## src/rtl/load_store_unit_if.sv

```systemverilog
// Request, response and data-memory signals of the load/store unit.
// The slave modport is the unit itself; the master modport is the
// environment (execute stage, response consumer and attached memory).
interface load_store_unit_if #(
    parameter int XLEN   = 32,
    parameter int LS_SEL = 3
);
    logic              req_valid;
    logic              req_ready;
    logic [LS_SEL:0]   load_store_type;
    logic [XLEN-1:0]   base;
    logic [XLEN-1:0]   offset;
    logic [XLEN-1:0]   store_data;
    logic              resp_valid;
    logic              resp_ready;
    logic [XLEN-1:0]   resp_data;
    logic              resp_error;
    logic [1:0]        resp_cause;
    logic [XLEN-1:0]   resp_addr;
    logic              mem_write_enable;
    logic [LS_SEL:0]   mem_load_store_type;
    logic [XLEN-1:0]   mem_addr;
    logic [XLEN-1:0]   mem_data;
    logic [XLEN-1:0]   mem_read_data;

    modport slave (
        input  req_valid, load_store_type, base, offset, store_data,
        input  resp_ready, mem_read_data,
        output req_ready, resp_valid, resp_data, resp_error, resp_cause, resp_addr,
        output mem_write_enable, mem_load_store_type, mem_addr, mem_data
    );

    modport master (
        output req_valid, load_store_type, base, offset, store_data,
        output resp_ready, mem_read_data,
        input  req_ready, resp_valid, resp_data, resp_error, resp_cause, resp_addr,
        input  mem_write_enable, mem_load_store_type, mem_addr, mem_data
    );
endinterface

```

## src/rtl/load_store_unit.sv

```systemverilog
// Load/store unit: accepts one request at a time, computes the effective
// address, checks type/alignment/range, drives the byte-addressed data memory
// (1-cycle registered read) and returns the result on a valid/ready channel.
// Type encoding: 0 LB, 1 LH, 2 LW, 3 LBU, 4 LHU, 5 SB, 6 SH, 7 SW, 8-15 illegal.
module load_store_unit #(
    parameter int MEMORY_DEPTH = 1024,
    parameter int XLEN         = 32
) (
    input logic              i_Clock,
    input logic              i_Reset_N,
    load_store_unit_if.slave bus
);
    localparam int LS_SEL = 3;
    localparam int EW     = XLEN + 1;

    localparam logic [LS_SEL:0] LS_TYPE_LB  = 4'd0;
    localparam logic [LS_SEL:0] LS_TYPE_LH  = 4'd1;
    localparam logic [LS_SEL:0] LS_TYPE_LW  = 4'd2;
    localparam logic [LS_SEL:0] LS_TYPE_LBU = 4'd3;
    localparam logic [LS_SEL:0] LS_TYPE_LHU = 4'd4;
    localparam logic [LS_SEL:0] LS_TYPE_SB  = 4'd5;
    localparam logic [LS_SEL:0] LS_TYPE_SH  = 4'd6;
    localparam logic [LS_SEL:0] LS_TYPE_SW  = 4'd7;

    localparam logic [1:0] CAUSE_NONE       = 2'd0;
    localparam logic [1:0] CAUSE_MISALIGNED = 2'd1;
    localparam logic [1:0] CAUSE_RANGE      = 2'd2;
    localparam logic [1:0] CAUSE_ILLEGAL    = 2'd3;

    typedef enum logic [2:0] {
        ST_IDLE    = 3'd0,
        ST_STORE   = 3'd1,
        ST_LD_ADDR = 3'd2,
        ST_LD_DATA = 3'd3,
        ST_RESP    = 3'd4
    } state_t;

    state_t          state_r;
    logic [XLEN-1:0] ea_r;
    logic [XLEN-1:0] data_r;
    logic [XLEN-1:0] resp_data_r;
    logic [LS_SEL:0] type_r;
    logic            error_r;
    logic [1:0]      cause_r;

    logic [XLEN-1:0] ea_s;
    logic [2:0]      size_s;
    logic            legal_s;
    logic            is_store_s;
    logic            misaligned_s;
    logic            out_of_range_s;
    logic [EW-1:0]   end_s;
    logic [1:0]      cause_s;

    // Effective address and access size / direction decoded from the type.
    always_comb begin
        ea_s       = bus.base + bus.offset;
        legal_s    = 1'b1;
        is_store_s = 1'b0;
        size_s     = 3'd4;
        case (bus.load_store_type)
            LS_TYPE_LB, LS_TYPE_LBU: size_s = 3'd1;
            LS_TYPE_LH, LS_TYPE_LHU: size_s = 3'd2;
            LS_TYPE_LW:              size_s = 3'd4;
            LS_TYPE_SB: begin
                size_s     = 3'd1;
                is_store_s = 1'b1;
            end
            LS_TYPE_SH: begin
                size_s     = 3'd2;
                is_store_s = 1'b1;
            end
            LS_TYPE_SW: begin
                size_s     = 3'd4;
                is_store_s = 1'b1;
            end
            default: begin
                legal_s = 1'b0;
                size_s  = 3'd1;
            end
        endcase
    end

    // Fault classification; the range end is computed one bit wider so a
    // high effective address cannot wrap back into range.
    always_comb begin
        misaligned_s   = ((size_s == 3'd2) && ea_s[0]) ||
                         ((size_s == 3'd4) && (ea_s[1:0] != 2'b00));
        end_s          = {1'b0, ea_s} + EW'(size_s);
        out_of_range_s = end_s > EW'(MEMORY_DEPTH);
        if (!legal_s) begin
            cause_s = CAUSE_ILLEGAL;
        end else if (misaligned_s) begin
            cause_s = CAUSE_MISALIGNED;
        end else if (out_of_range_s) begin
            cause_s = CAUSE_RANGE;
        end else begin
            cause_s = CAUSE_NONE;
        end
    end

    // Request sequencer: latches the request, walks the memory access and
    // holds the response until it is consumed.
    always_ff @(posedge i_Clock or negedge i_Reset_N) begin
        if (!i_Reset_N) begin
            state_r     <= ST_IDLE;
            ea_r        <= '0;
            data_r      <= '0;
            resp_data_r <= '0;
            type_r      <= '0;
            error_r     <= 1'b0;
            cause_r     <= CAUSE_NONE;
        end else begin
            case (state_r)
                ST_IDLE: begin
                    if (bus.req_valid) begin
                        ea_r        <= ea_s;
                        type_r      <= bus.load_store_type;
                        data_r      <= bus.store_data;
                        resp_data_r <= '0;
                        cause_r     <= cause_s;
                        error_r     <= (cause_s != CAUSE_NONE);
                        if (cause_s != CAUSE_NONE) begin
                            state_r <= ST_RESP;
                        end else if (is_store_s) begin
                            state_r <= ST_STORE;
                        end else begin
                            state_r <= ST_LD_ADDR;
                        end
                    end
                end
                ST_STORE:   state_r <= ST_RESP;
                ST_LD_ADDR: state_r <= ST_LD_DATA;
                ST_LD_DATA: begin
                    resp_data_r <= bus.mem_read_data;
                    state_r     <= ST_RESP;
                end
                ST_RESP: begin
                    if (bus.resp_ready) begin
                        state_r <= ST_IDLE;
                    end
                end
                default: state_r <= ST_IDLE;
            endcase
        end
    end

    assign bus.req_ready           = (state_r == ST_IDLE);
    assign bus.resp_valid          = (state_r == ST_RESP);
    assign bus.mem_write_enable    = (state_r == ST_STORE);
    assign bus.resp_data           = resp_data_r;
    assign bus.resp_error          = error_r;
    assign bus.resp_cause          = cause_r;
    assign bus.resp_addr           = ea_r;
    assign bus.mem_addr            = ea_r;
    assign bus.mem_load_store_type = type_r;
    assign bus.mem_data            = data_r;
endmodule

```

## src/flat_wrapper.sv

```systemverilog
// flat-port wrapper written by rule: the top's interface ports become plain ports
module load_store_unit_flat 
#(
    parameter int MEMORY_DEPTH = 1024,
    parameter int XLEN         = 32
)
  (i_Clock, i_Reset_N, bus_req_valid, bus_load_store_type, bus_base, bus_offset, bus_store_data, bus_resp_ready, bus_mem_read_data, bus_req_ready, bus_resp_valid, bus_resp_data, bus_resp_error, bus_resp_cause, bus_resp_addr, bus_mem_write_enable, bus_mem_load_store_type, bus_mem_addr, bus_mem_data);
  load_store_unit_if #(.XLEN(XLEN), .LS_SEL(3)) bus_i ();
  input logic i_Clock;
  input logic i_Reset_N;
  input wire logic [$bits(bus_i.req_valid)-1:0] bus_req_valid;
  input wire logic [$bits(bus_i.load_store_type)-1:0] bus_load_store_type;
  input wire logic [$bits(bus_i.base)-1:0] bus_base;
  input wire logic [$bits(bus_i.offset)-1:0] bus_offset;
  input wire logic [$bits(bus_i.store_data)-1:0] bus_store_data;
  input wire logic [$bits(bus_i.resp_ready)-1:0] bus_resp_ready;
  input wire logic [$bits(bus_i.mem_read_data)-1:0] bus_mem_read_data;
  output wire logic [$bits(bus_i.req_ready)-1:0] bus_req_ready;
  output wire logic [$bits(bus_i.resp_valid)-1:0] bus_resp_valid;
  output wire logic [$bits(bus_i.resp_data)-1:0] bus_resp_data;
  output wire logic [$bits(bus_i.resp_error)-1:0] bus_resp_error;
  output wire logic [$bits(bus_i.resp_cause)-1:0] bus_resp_cause;
  output wire logic [$bits(bus_i.resp_addr)-1:0] bus_resp_addr;
  output wire logic [$bits(bus_i.mem_write_enable)-1:0] bus_mem_write_enable;
  output wire logic [$bits(bus_i.mem_load_store_type)-1:0] bus_mem_load_store_type;
  output wire logic [$bits(bus_i.mem_addr)-1:0] bus_mem_addr;
  output wire logic [$bits(bus_i.mem_data)-1:0] bus_mem_data;
  assign bus_i.req_valid = bus_req_valid;
  assign bus_i.load_store_type = bus_load_store_type;
  assign bus_i.base = bus_base;
  assign bus_i.offset = bus_offset;
  assign bus_i.store_data = bus_store_data;
  assign bus_i.resp_ready = bus_resp_ready;
  assign bus_i.mem_read_data = bus_mem_read_data;
  assign bus_req_ready = bus_i.req_ready;
  assign bus_resp_valid = bus_i.resp_valid;
  assign bus_resp_data = bus_i.resp_data;
  assign bus_resp_error = bus_i.resp_error;
  assign bus_resp_cause = bus_i.resp_cause;
  assign bus_resp_addr = bus_i.resp_addr;
  assign bus_mem_write_enable = bus_i.mem_write_enable;
  assign bus_mem_load_store_type = bus_i.mem_load_store_type;
  assign bus_mem_addr = bus_i.mem_addr;
  assign bus_mem_data = bus_i.mem_data;
  load_store_unit #(.MEMORY_DEPTH(MEMORY_DEPTH), .XLEN(XLEN)) u_core (.i_Clock(i_Clock), .i_Reset_N(i_Reset_N), .bus(bus_i));
endmodule
```

## config.mk

```make
export PLATFORM = sky130hd
export DESIGN_NAME = load_store_unit_flat
export DESIGN_NICKNAME = d
export VERILOG_FILES = /design/src/rtl/load_store_unit_if.sv /design/src/rtl/load_store_unit.sv /design/src/flat_wrapper.sv
export SDC_FILE = /design/constraint.sdc
export NUM_CORES = 1
export LEC_CHECK = 0
export BUFFER_PORTS_ARGS = -buffer_cell sky130_fd_sc_hd__buf_2
export CORE_MARGIN = 2
export CORE_UTILIZATION = 45
export DETAILED_ROUTE_END_ITERATION = 8
export PLACE_DENSITY_LB_ADDON = 0.2
export SYNTH_ARGS = -nofsm -noshare
export SYNTH_HDL_FRONTEND = slang
export SYNTH_SLANG_ARGS = --single-unit
```

## constraint.sdc

```tcl
create_clock -name i_Clock -period 1.9 [get_ports i_Clock]
set_input_delay 0.095 -clock i_Clock [delete_from_list [all_inputs] [get_ports i_Clock]]
set_output_delay 0.095 -clock i_Clock [all_outputs]
set_load 0.02 [all_outputs]
```

Word level (Yosys, flattened, before mapping)
Index checks and enable logic that the tools add are counted.
{ "totals": {"register_bits": 106, "in_bits": 136, "wordCells": 54} }
{ "classes": {"addsub": 2, "order_cmp": 1, "eq_ne": 15, "muxes": 13, "reduce_logical": 16} }
{ "ops": {"columns": ["op", "count"], "rows": [
  ["$pmux 32 s2", 1],
  ["$add 32x3->33", 1],
  ["$gt 33x11->1 const B", 1],
  ["$add 32x32->32", 1],
  ["$mux 32", 1],
  ["$eq 4x3->1 const B", 4],
  ["$pmux 3 s4", 1],
  ["$eq 3x2->1 const B", 3],
  ["$mux 3", 3],
  ["$eq 4x2->1 const B", 2],
  ["$mux 2", 4],
  ["$reduce_or 8->1", 1],
  ["$eq 3x3->1 const B", 2],
  ["$pmux 3 s2", 1],
  ["$reduce_and 2->1", 3],
  ["$reduce_bool 2->1", 3],
  ["$reduce_or 3->1", 2],
  ["$eq 4x1->1 const B", 1],
  ["$logic_not 4->1", 1],
  ["$ne 2x2->1 const B", 2],
  ["$reduce_or 2->1", 2],
  ["$eq 3x1->1 const B", 1],
  ["$logic_not 3->1", 1],
  ["$logic_and 1x1->1", 2],
  ["2 further kinds", 3]
]} }

Longest topological paths before layout
{ "depth": {"ltp_word": 12, "depth_mapped": 16, "mapped_depth_nobuf": 16} }

Least setup slack after synthesis
No wires, ideal clock.
{ "synth_path": {"path_type": "input -> register", "start": "input bus_offset[6]", "end": "register u_core.state_r[2]", "setup_time_ps": 128, "arrival_ps": 3367, "setup_slack_ps": -1594, "stages": 14, "path_cell_list": "ha_1 buf_2 a21oi_1 o21ai_1 a221oi_2 xor2_1 nand3b_4 or4_1 clkbuf_2 or4_1 a32oi_1 nand3_2 nor4_1 o21ai_1"} }
{ "synth_via": {"elab_chain_len": 10} }
{ "synth_lines": {"columns": ["element", "line", "source"], "rows": [
  ["start: declaration", "flat_wrapper.sv:14", "input wire logic [$bits(bus_i.offset)-1:0] bus_offset;"],
  ["$add 32x32->32", "load_store_unit.sv:57", "ea_s = bus.base + bus.offset;"],
  ["$add 32x3->33", "load_store_unit.sv:89", "end_s = {1'b0, ea_s} + EW'(size_s);"],
  ["$gt 33x11->1", "load_store_unit.sv:90", "out_of_range_s = end_s > EW'(MEMORY_DEPTH);"],
  ["$mux 2", "load_store_unit.sv:95", "end else if (out_of_range_s) begin"],
  ["$mux 2", "load_store_unit.sv:93", "end else if (misaligned_s) begin"],
  ["$mux 2", "load_store_unit.sv:91", "if (!legal_s) begin"],
  ["$reduce_bool 2->1", "load_store_unit.sv:123", "if (cause_s != CAUSE_NONE) begin"],
  ["$mux 3", "load_store_unit.sv:123", null],
  ["$mux 3", "load_store_unit.sv:116", "if (bus.req_valid) begin"],
  ["$pmux 3 s4", "load_store_unit.sv:114", "case (state_r)"],
  ["end signal: assignment", "load_store_unit.sv:124", "state_r <= ST_RESP;"],
  ["end signal: assignment", "load_store_unit.sv:126", "state_r <= ST_STORE;"],
  ["end signal: assignment", "load_store_unit.sv:128", "state_r <= ST_LD_ADDR;"],
  ["end: declaration", "load_store_unit.sv:38", "state_t state_r;"]
]} }
Every way passes these cells. The select of a mux whose other input is x is not followed.
A chain may end at the register's enable or synchronous reset.

Worst setup path in the final report
{ "layout_path": {"start": "input bus_base[0]", "end": "register u_core.state_r[1]"} }
{ "layout_via": {"elab_chain_len": 10} }
{ "layout_lines": {"columns": ["element", "line", "source"], "rows": [
  ["start: declaration", "flat_wrapper.sv:13", "input wire logic [$bits(bus_i.base)-1:0] bus_base;"],
  ["$add 32x32->32 *", "load_store_unit.sv:57", null],
  ["$add 32x3->33 / $reduce_bool 2->1 (equally long branches)", "load_store_unit.sv:89, load_store_unit.sv:88", null],
  ["$gt 33x11->1 / $logic_and 1x1->1 (equally long branches)", "load_store_unit.sv:90, load_store_unit.sv:88", null],
  ["$mux 2 / $logic_or 1x1->1 (equally long branches)", "load_store_unit.sv:95, load_store_unit.sv:87", null],
  ["$mux 2 *", "load_store_unit.sv:93", null],
  ["$mux 2 *", "load_store_unit.sv:91", null],
  ["$reduce_bool 2->1 *", "load_store_unit.sv:123", null],
  ["$mux 3 *", "load_store_unit.sv:123", null],
  ["$mux 3 *", "load_store_unit.sv:116", null],
  ["$pmux 3 s4 *", "load_store_unit.sv:114", null]
]} }
Every way passes the cells marked *; elsewhere a longest branch is shown, timed or not. The select of a mux whose other input is x is not followed.

==> results summary <==
The violation count after the first detailed-routing iteration came out at 533. After synthesis, the cell types taking the most area are dfrtp_1 (38%), nand2_1 (14%), ha_1 (6.1%), o21ai_0 (5.5%), buf_4 (3.6%). The floorplan step defined a core boundary enclosing 15,100 um2. The first detailed-routing pass ran for 5 iterations. The number of synthesized flops with an enable pin came out at 0. Counting flops and latches in the post-synthesis netlist gives 106. The worst setup path is launched from an input port. The total count of hold-check failures in the final report is 0. The final clock period utilization by the worst path came out at 166%. Final hold analysis gives a worst-case slack of 0.0146 ns. The worst setup slack after layout is -1.25 ns. The category of the worst setup path capture point is a flip-flop.

The leakage power of the design is 5.89 nW. The critical setup path kind is in2reg. The number of sinks driven by the clock tree is 106. Once the floorplan was initialized, standard cells occupied 46.0% of the core.

The worst setup timing slack at the placement stage is -1.64 ns. The post-synthesis instance total came out at 861. The count of input and output buffers came out at 273. The placed cell count is 1,436. The die is 128 um wide.

The largest buffer count on any clock path is 2. The worst-case IR drop observed on VDD is 0.648 mV. The cell chosen for the clock root is clkbuf_16. The most used flip-flop cell after synthesis is dfrtp_1.

After detailed routing, the number of vias per cell comes to around 5.4. The biggest area contributor in the post-synthesis netlist is dfrtp_1. The post-synth net total is 1,033. TritonCTS built the clock tree.

The library cells used most frequently in the layout, excluding fill and tap cells, are buf_2 (257), nand2_1 (251), buf_4 (181), dfrtp_1 (106), dlygate4sd3_1 (65). The wire length of the first global-routing pass came out at 39,400 um. The final sum of negative setup slack is -7.70 ns. Setup violations remaining at the end of the flow were counted as 14.

The number of placement rows is 45. The startpoint of the tightest hold check path is bus_load_store_type[2]. The initial antenna violation count is 1. The die is 128 um tall. Power spread over the standard cell area amounts to between 1000 and 1500 nW/um2. For this run, design rule violations remaining after detail routing come to 0. The arrival time of the worst setup path came out at approximately 3.4 ns. The half-perimeter wire length after placement is 17,200 um.

Headroom to the max-slew limit came out at between 70% and 80%. The via count of the first global-routing pass came to 8,019. The critical path data required time came out at 2.18 ns. Tracing the worst setup path back leads to its startpoint at bus_base[0]. In this run the remaining antenna-violating nets after routing total 0. The largest net degree at the start of global routing is 63. The async set or reset register ratio after synthesis is between 90% and 100%. The area fraction of the dominant cell type after synthesis is 38.0%.

The final reports fail on negative setup slack. The CTS clock-pin slew for the worst setup and hold paths came out at 0.07 ns. The insertion delay to the later sink of the worst-skew pair came out at 0.35 ns. Based on the critical path, the design can be clocked at up to ~320 MHz. The final weighted congestion of routability-driven global placement is 0.922. The average footprint of a synthesized cell is roughly 8.1 um2. The post-synthesis instance area came out at 6970 um2. The transition at the pin with the smallest max-transition slack came out at between 0.4 and 0.5 ns. The worst flop-to-flop path startpoint is u_core.state_r[2]$_DFFE_PN0P_. The number of warnings printed during yosys synthesis came out at 0. Leaving out fill and tap cells, the most frequent cell in the layout is buf_2. Setup repair after global routing could not meet its margin everywhere.

The worst hold path belongs to the class in2reg. After synthesis, the netlist uses 84 different library cells. The H-tree was split into 3 levels. The flow ran to the end, but the final reports show violations. The detailed-route wire length per cell came out at 17.0 um. For this block, the via count after detailed routing is 8,245. The die area came out at 16,500 um2. The fraction of final layout cells with drive strength greater than 1 came out at 47.1%. The power consumption came out at 0.0122 W. For this run, the register share of the synthesized area comes to 38.0%. The maximum fanout count along the critical path came out at 5. The final number of max-transition violations came out at 0. Counting the buffers created by CTS gives 9. After global routing the overflow that remains totals 0. For this block, the routed nets add up to around 26,000 um of wire. The total global-route track usage is 29.6%. The final net count is 1,512.

The slack of the worst reg-to-reg path came out at 0.22 ns. Counting I/O delays and the setup requirement, the final critical path takes 3.15 ns. The setup clock skew after layout is 0.0124 ns. Leaving out filler cells and counting taps, the final layout contains 1,534.

The post-synthesis to final-layout area growth is 67.9%. Max-cap violations in this run came to 0. The boundary pin count came out at approximately 270. The layout has a little under 1,000 filler cells.
==> final cells by class <==
type | count | area [um2] | share of cell area, %
repair buffers | 542 | 3770 | 32.2
clock buffers | 11 | 253 | 2.16
flip-flops and latches | 106 | 2650 | 22.6
multi-input cells | 670 | 4650 | 39.7
inverters | 11 | 41.3 | 0.353
diodes | 1 | 2.50 | 0.0214
well taps | 188 | 235 | 2.01
clock inverters | 5 | 108 | 0.919
==> per-stage QoR <==
| stage | instance area [um2] | utilization (%) |
|---|---|---|
| 4_1_cts | 11300 | 74.7 |
| 3_5_place_dp | 9790 | 64.6 |
| 5_1_grt | 11700 | 77.3 |
| 3_3_place_gp | 9790 | 64.6 |
| 6_report | 11700 | 77.3 |
| 2_1_floorplan | 7160 | - |
==> critical path, stage by stage <==
cell	delay, ns
buf_8	0.10
ha_4	0.17
inv_2	0.06
fa_2	0.23
nor2b_4	0.06
o21a_1	0.22
buf_4	0.15
o211ai_1	0.30
a21oi_1	0.15
nand4b_1	0.21
or4_4	0.47
or4_1	0.41
a32oi_1	0.21
nand3_2	0.15
nor3_4	0.27
a31o_1	0.17
==> flip-flops by register name, indices dropped and copies added (netlist names) <==
signal / cells
u_core.bus.mem_addr: 32
u_core.bus.resp_error: 1
u_core.bus.resp_data: 32
u_core.bus.resp_cause: 2
u_core.bus.mem_load_store_type: 4
u_core.state_r: 3
u_core.bus.mem_data: 32
==> per-layer routing <==
layer,wire [um],GRT usage (%),up-vias
li1,-,-,3915
met1,9860,35.1,3875
met2,13600,53.6,364
met3,1650,5.41,91
met4,971,10.9,0
met5,0,0,-
==> cells in the mapped netlist, types with 3 or more instances <==
library cell / number
nand2_1: 262
dfrtp_1: 106
o21ai_0: 77
nor2_1: 43
a21oi_1: 39
ha_1: 34
buf_4: 33
clkbuf_1: 32
xor2_1: 16
nor3_1: 14
a21o_1: 11
inv_1: 11
xnor2_1: 11
nand4_1: 10
o211ai_1: 10
nand3_1: 9
or3_1: 9
and2_1: 8
a31oi_1: 6
buf_2: 6
mux2i_1: 6
nor4_1: 6
a211oi_1: 5
o21ai_1: 5
and3_1: 4
nor2b_1: 4
a21boi_0: 3
a221oi_1: 3
nand3b_1: 3
o21bai_1: 3
o31ai_1: 3
or4_1: 3
==> power breakdown <==
| part | internal [W] | switching, W |
|---|---|---|
| Combinational | 0.00252 | 0.00385 |
| Clock | 0.00137 | 0.000839 |
| Sequential | 0.00298 | 0.000597 |
| Total | 0.00687 | 0.00529 |
==> logic make-up after synthesis <==
kind of cell,share of synthesized area [%]
fa+ha+maj,6.67
buf+inv,6.49
mux,1.18
simple gates,25.8
xor+xnor,3.39
flops,38.0
compound gates,18.4
==> path summary, 6_finish.rpt <==
path,cells past startpoint,end
max,16,u_core.state_r[1]$_DFFE_PN0P_
min,3,u_core.bus.mem_load_store_type[2]$_DFFE_PN0P_
max reg2reg,5,u_core.bus.mem_data[17]$_DFFE_PN0P_
min reg2reg,2,u_core.bus.mem_load_store_type[1]$_DFFE_PN0P_
max in group asynchronous,3,u_core.bus.mem_addr[14]$_DFFE_PN0P_
min in group asynchronous,2,u_core.bus.mem_load_store_type[2]$_DFFE_PN0P_
==> timing repair <==
item / in CTS / in global routing
endpoints found under the hold margin: 117 / 0
resized for setup: 82 / 78
buffers inserted: 14 / 10
pin swaps: 37 / 40
hold buffers: 65 / 0
setup endpoints to repair: 15 / 27
(Power assumes the default switching activity.)
